[src/rtl/event_window_ctrl.sv]
// event_window_ctrl
//   Sequences a gated event-counting measurement. A start request arms a
//   window timer and an event counter; events are counted only during the
//   len-cycle COUNT phase. At window end the result is latched and offered
//   on a valid/ready handshake. Optional repeat mode re-arms after each
//   accepted result.
//
//   Optional feature macro: EVENT_WINDOW_CTRL_SATURATE_EN
//     defined   -> event counter saturates at all-ones
//     undefined -> event counter wraps modulo 2^CNT_BITS
//   In both builds o_overflow flags the first event that arrives while the
//   counter is already all-ones (sticky until the next ARM).
//
// Ports
//   i_clk        system clock, rising edge
//   i_rst        asynchronous active-high reset
//   i_start      request a window (or a repeating series)
//   i_abort      terminate any activity, return to IDLE
//   i_repeat     sampled with i_start; re-arm after each handshake
//   i_window_len window length in cycles, sampled with i_start (0 ignored)
//   i_event      event strobe, one count per high cycle
//   o_busy       high whenever not IDLE
//   o_valid      result available
//   i_ready      consumer accepts the result
//   o_count      events counted in the completed window
//   o_overflow   an event was seen while the counter was all-ones
module event_window_ctrl #(
  parameter int CNT_BITS = 16,
  parameter int WIN_BITS = 24
) (
  input  logic                i_clk,
  input  logic                i_rst,
  input  logic                i_start,
  input  logic                i_abort,
  input  logic                i_repeat,
  input  logic [WIN_BITS-1:0] i_window_len,
  input  logic                i_event,
  output logic                o_busy,
  output logic                o_valid,
  input  logic                i_ready,
  output logic [CNT_BITS-1:0] o_count,
  output logic                o_overflow
);

  typedef enum logic [1:0] {
    S_IDLE  = 2'd0,
    S_ARM   = 2'd1,
    S_COUNT = 2'd2,
    S_DONE  = 2'd3
  } state_t;

  state_t              state;
  logic [WIN_BITS-1:0] len_q;
  logic [WIN_BITS-1:0] timer;
  logic [CNT_BITS-1:0] cnt;
  logic                ovf;
  logic                rpt;

  // Next counter / overflow values for the current COUNT cycle. Computed
  // combinationally so the final COUNT cycle's event lands in the latched
  // result on the same edge that enters DONE.
  logic                cnt_full;
  logic [CNT_BITS-1:0] cnt_inc;
  logic [CNT_BITS-1:0] cnt_next;
  logic                ovf_next;
  logic                last_cycle;

  always_comb begin
    cnt_full = &cnt;
`ifdef EVENT_WINDOW_CTRL_SATURATE_EN
    cnt_inc  = cnt_full ? cnt : cnt + 1'b1;
`else
    cnt_inc  = cnt + 1'b1;
`endif
    cnt_next   = i_event ? cnt_inc : cnt;
    ovf_next   = ovf | (i_event & cnt_full);
    // len_q is never 0 here: a zero-length start is rejected in IDLE.
    last_cycle = (timer == (len_q - WIN_BITS'(1)));
  end

  always_ff @(posedge i_clk or posedge i_rst) begin
    if (i_rst) begin
      state      <= S_IDLE;
      len_q      <= '0;
      timer      <= '0;
      cnt        <= '0;
      ovf        <= 1'b0;
      rpt        <= 1'b0;
      o_busy     <= 1'b0;
      o_valid    <= 1'b0;
      o_count    <= '0;
      o_overflow <= 1'b0;
    end else if (i_abort) begin
      // Abort wins over start and ready in the same cycle.
      state      <= S_IDLE;
      rpt        <= 1'b0;
      o_busy     <= 1'b0;
      o_valid    <= 1'b0;
      o_count    <= '0;
      o_overflow <= 1'b0;
    end else begin
      case (state)
        S_IDLE: begin
          if (i_start && (i_window_len != '0)) begin
            len_q  <= i_window_len;
            rpt    <= i_repeat;
            state  <= S_ARM;
            o_busy <= 1'b1;
          end
        end
        S_ARM: begin
          // Dead cycle: clear the measurement, events ignored.
          timer <= '0;
          cnt   <= '0;
          ovf   <= 1'b0;
          state <= S_COUNT;
        end
        S_COUNT: begin
          timer <= timer + 1'b1;
          cnt   <= cnt_next;
          ovf   <= ovf_next;
          if (last_cycle) begin
            state      <= S_DONE;
            o_valid    <= 1'b1;
            o_count    <= cnt_next;
            o_overflow <= ovf_next;
          end
        end
        S_DONE: begin
          // o_count/o_overflow simply hold; only the handshake moves us on.
          if (i_ready) begin
            o_valid <= 1'b0;
            if (rpt) begin
              state <= S_ARM;
            end else begin
              state  <= S_IDLE;
              o_busy <= 1'b0;
            end
          end
        end
        default: begin
          state  <= S_IDLE;
          o_busy <= 1'b0;
        end
      endcase
    end
  end

endmodule

[config.mk]
export PLATFORM = sky130hd
export DESIGN_NAME = event_window_ctrl
export DESIGN_NICKNAME = d
export VERILOG_FILES = /design/src/rtl/event_window_ctrl.sv
export SDC_FILE = /design/constraint.sdc
export NUM_CORES = 1
export LEC_CHECK = 0
export BUFFER_PORTS_ARGS = -buffer_cell sky130_fd_sc_hd__buf_4
export CAP_MARGIN = 20
export CELL_PAD_IN_SITES_DETAIL_PLACEMENT = 0
export CELL_PAD_IN_SITES_GLOBAL_PLACEMENT = 1
export CORE_MARGIN = 2
export CORE_UTILIZATION = 25
export DETAILED_ROUTE_END_ITERATION = 8
export PLACE_DENSITY_LB_ADDON = 0.1
export SLEW_MARGIN = 40
export SYNTH_ARGS = -nofsm -noshare
export SYNTH_HDL_FRONTEND = slang
export SYNTH_SLANG_ARGS = --single-unit
[constraint.sdc]
create_clock -name i_clk -period 3.43 [get_ports i_clk]
set_input_delay 0.343 -clock i_clk [delete_from_list [all_inputs] [get_ports i_clk]]
set_output_delay 0.343 -clock i_clk [all_outputs]
set_load 0.01 [all_outputs]
==> out/metrics.cfg <==
[detailed_routing]
detail-route-antenna-nets=0
drc=0
wire_per_inst_um=17.7
via_count=4593
dr.pass1.iters=4
viasPerCell=5.03
first_iter_violations=250
drt_wl_total_um=16100

[power]
p_leak_nw=2.62
p_per_area_nw_per_um2=616
ir_drop_uv=214

[synth]
synth_adder_area_share_pct=1.61
synth-seq-area-share_pct=39.9
async_flop_share_pct=100
yosys-top-cells-count=dfrtp_1 (87), nand2_1 (56), nor2_1 (39)
syn_inst=581
synth_top_family_by_area=simple AND/OR/NAND/NOR gates
synth_area_leaders=dfrtp_1 (40%), mux2_2 (5.2%), xor2_1 (5.0%), xnor2_1 (4.0%), nand2_1 (3.9%)
synth-simple-area-share_pct=23.1
synth_top_area_share_pct=39.9
ys_ff_latch=87
synth_edf_count=0
synth.distinct_cells=72
synth.avg_cell_area_um2=9.39
synthesis.area_um2=5450
synth_xor_area_share_pct=8.99
synthMuxAreaShare_pct=5.90
yosysTopAreaCell=dfrtp_1
synth_compound_area_share_pct=16.2
synthFlopType=dfrtp_1
ys_warn_count=0
synth_fp_nets=619
yosysMostFrequentCell=dfrtp_1

[sta]
drv_slew=0
relSlewSlack_pct=58.7
fin_hold_ws_ps=58.9
rsz0062_at_grt=false
worst_pin_slew_ps=619
tns_ps=0
setup_viol=0
hold_viol=0
min_period_ps=3080
fin_crit_sh_pct=89.8
finClkSkew_ps=16.0
fmax_ghz=0.325

[grt]
grt-ovfl-total=0
grt_pass1_vias=4693
antenna_found_initial=0
grt_pass1_wl_um=25900
grt_max_degree=56
track_usage_pct=14.6

[layout]
fin_cells=913
fin_nets=666
final_cell_area_um2=6500
final_util_pct=30.1
area_growth_pct=19.2
antennaDiodeCount=0
layout-drive-gt1-share_pct=21.8

[clock_network]
cts_resized=0
numCtsBuffers=9
cts_hold_buffers=0
cts_tree=built
clockBufferDepth=2
htreeDepth=3
cts_sinks=87
post-cts-setup-buffers=0
clk_pin_slew_ps=80
insertion_delay_ps=360
cts-root-buf=clkbuf_16

[place]
post_dp_cell_area_um2=6190
port_buffers=49
dp_hpwl_um=11600
gp_congestion=0.775
dp.cells=897

[critical_path]
end_kind=register
crit_required_ps=3670
cp_max_fo=15
timing_worst_setup_path_type=register to register
arrival_ps=3320
r2r_slack_ps=350
cp-start-kind=register

[min_path]
hold_class=input port to async pin

[floorplan]
row_count=54
start_util_pct=25.2
ioPinCount=50
die_y_um=152
die_area_um2=23000
die_w_um=152
core-area_um2=21600

[flow_run]
drv_cap=0

[status]
status=finished clean

cell families (layout without fill, tap and decap cells):
group	Yosys count	in the layout
simple gates	228	228
fa+ha+maj	7	7
mux	29	29
flops	87	87
buf+inv	52	104
xor+xnor	56	56
compound gates	122	122
critical path: stages (launching register included):
cell and delay, ps:
dfrtp_1 440, inv_1 80, ha_1 310, nor2b_1 320, nand4_1 150, a41oi_1 260
o21ai_1 200, or4_1 480, buf_4 240, o41ai_1 360, a21oi_1 100
registers in the layout (all words and copies together) (netlist names):
name / count
cnt: 16
state: 2
ovf: 1
rpt: 1
o_valid: 1
o_overflow: 1
o_busy: 1
timer: 24
len_q: 24
o_count: 16
stage by stage:
stage	power (mW)	setup slack (ps)
2_1_floorplan	2.50	589
3_3_place_gp	2.98	413
3_5_place_dp	2.99	355
4_1_cts	4.08	341
5_1_grt	4.29	138
6_report	4.00	350
placed cells by master, fill, tap and decap left out, types with 3 or more instances in the layout:
master / n
a211oi_1: 7
a21oi_1: 29
a31oi_1: 7
and2_1: 6
and3_1: 8
and4_1: 3
buf_4: 70
clkbuf_16: 9
dfrtp_1: 87
ha_1: 7
inv_1: 15
inv_6: 3
mux2_2: 25
mux2i_1: 4
nand2_1: 56
nand2b_1: 7
nand3_1: 18
nand3b_1: 3
nand4_1: 31
nor2_1: 39
nor2b_1: 6
nor3_1: 9
nor4_1: 12
o211ai_1: 3
o21ai_0: 26
o22ai_1: 6
o31ai_1: 8
o41ai_1: 4
o41ai_2: 10
or3_1: 7
xnor2_1: 25
xor2_1: 31
final cells by class:
type	instances	area (um2)
Inverter	17	65.1
Fill cell	2323	15100
Tap cell	280	350
Clock inverter	6	73.8
Clock buffer	10	239
Timing Repair Buffer	71	546
Sequential cell	87	2180
Multi-Input combinational cell	442	3050
power by group:
part	total [mW]	internal, mW	leakage (nW)	switching (mW)
clock	1.05	0.596	0.154	0.458
combinational	1.42	0.621	1.31	0.800
sequential	1.53	1.20	1.16	0.331
layer usage:
metal / routed length, um / GRT usage [%] / up-vias
met5: 0 / 0 / -
met4: 335 / 4.86 / 0
met3: 482 / 2.43 / 19
met2: 7780 / 24.4 / 70
met1: 7540 / 19.2 / 2287
li1: - / - / 2217
final timing paths:
path | end | cells past startpoint | from
setup reg to reg | o_count[13]$_DFFE_PP0P_ | 10 | len_q[0]$_DFFE_PP0P_
hold reg to reg | cnt[14]$_DFFE_PP0P_ | 1 | cnt[14]$_DFFE_PP0P_
setup / recovery | o_count[13]$_DFFE_PP0P_ | 10 | len_q[0]$_DFFE_PP0P_
max in group asynchronous | len_q[17]$_DFFE_PP0P_ | 3 | i_rst
hold / removal | len_q[3]$_DFFE_PP0P_ | 2 | i_rst
min in group i_clk | o_valid$_DFFE_PP0P_ | 2 | i_ready
Note: power is estimated with default switching activity, not from simulation.
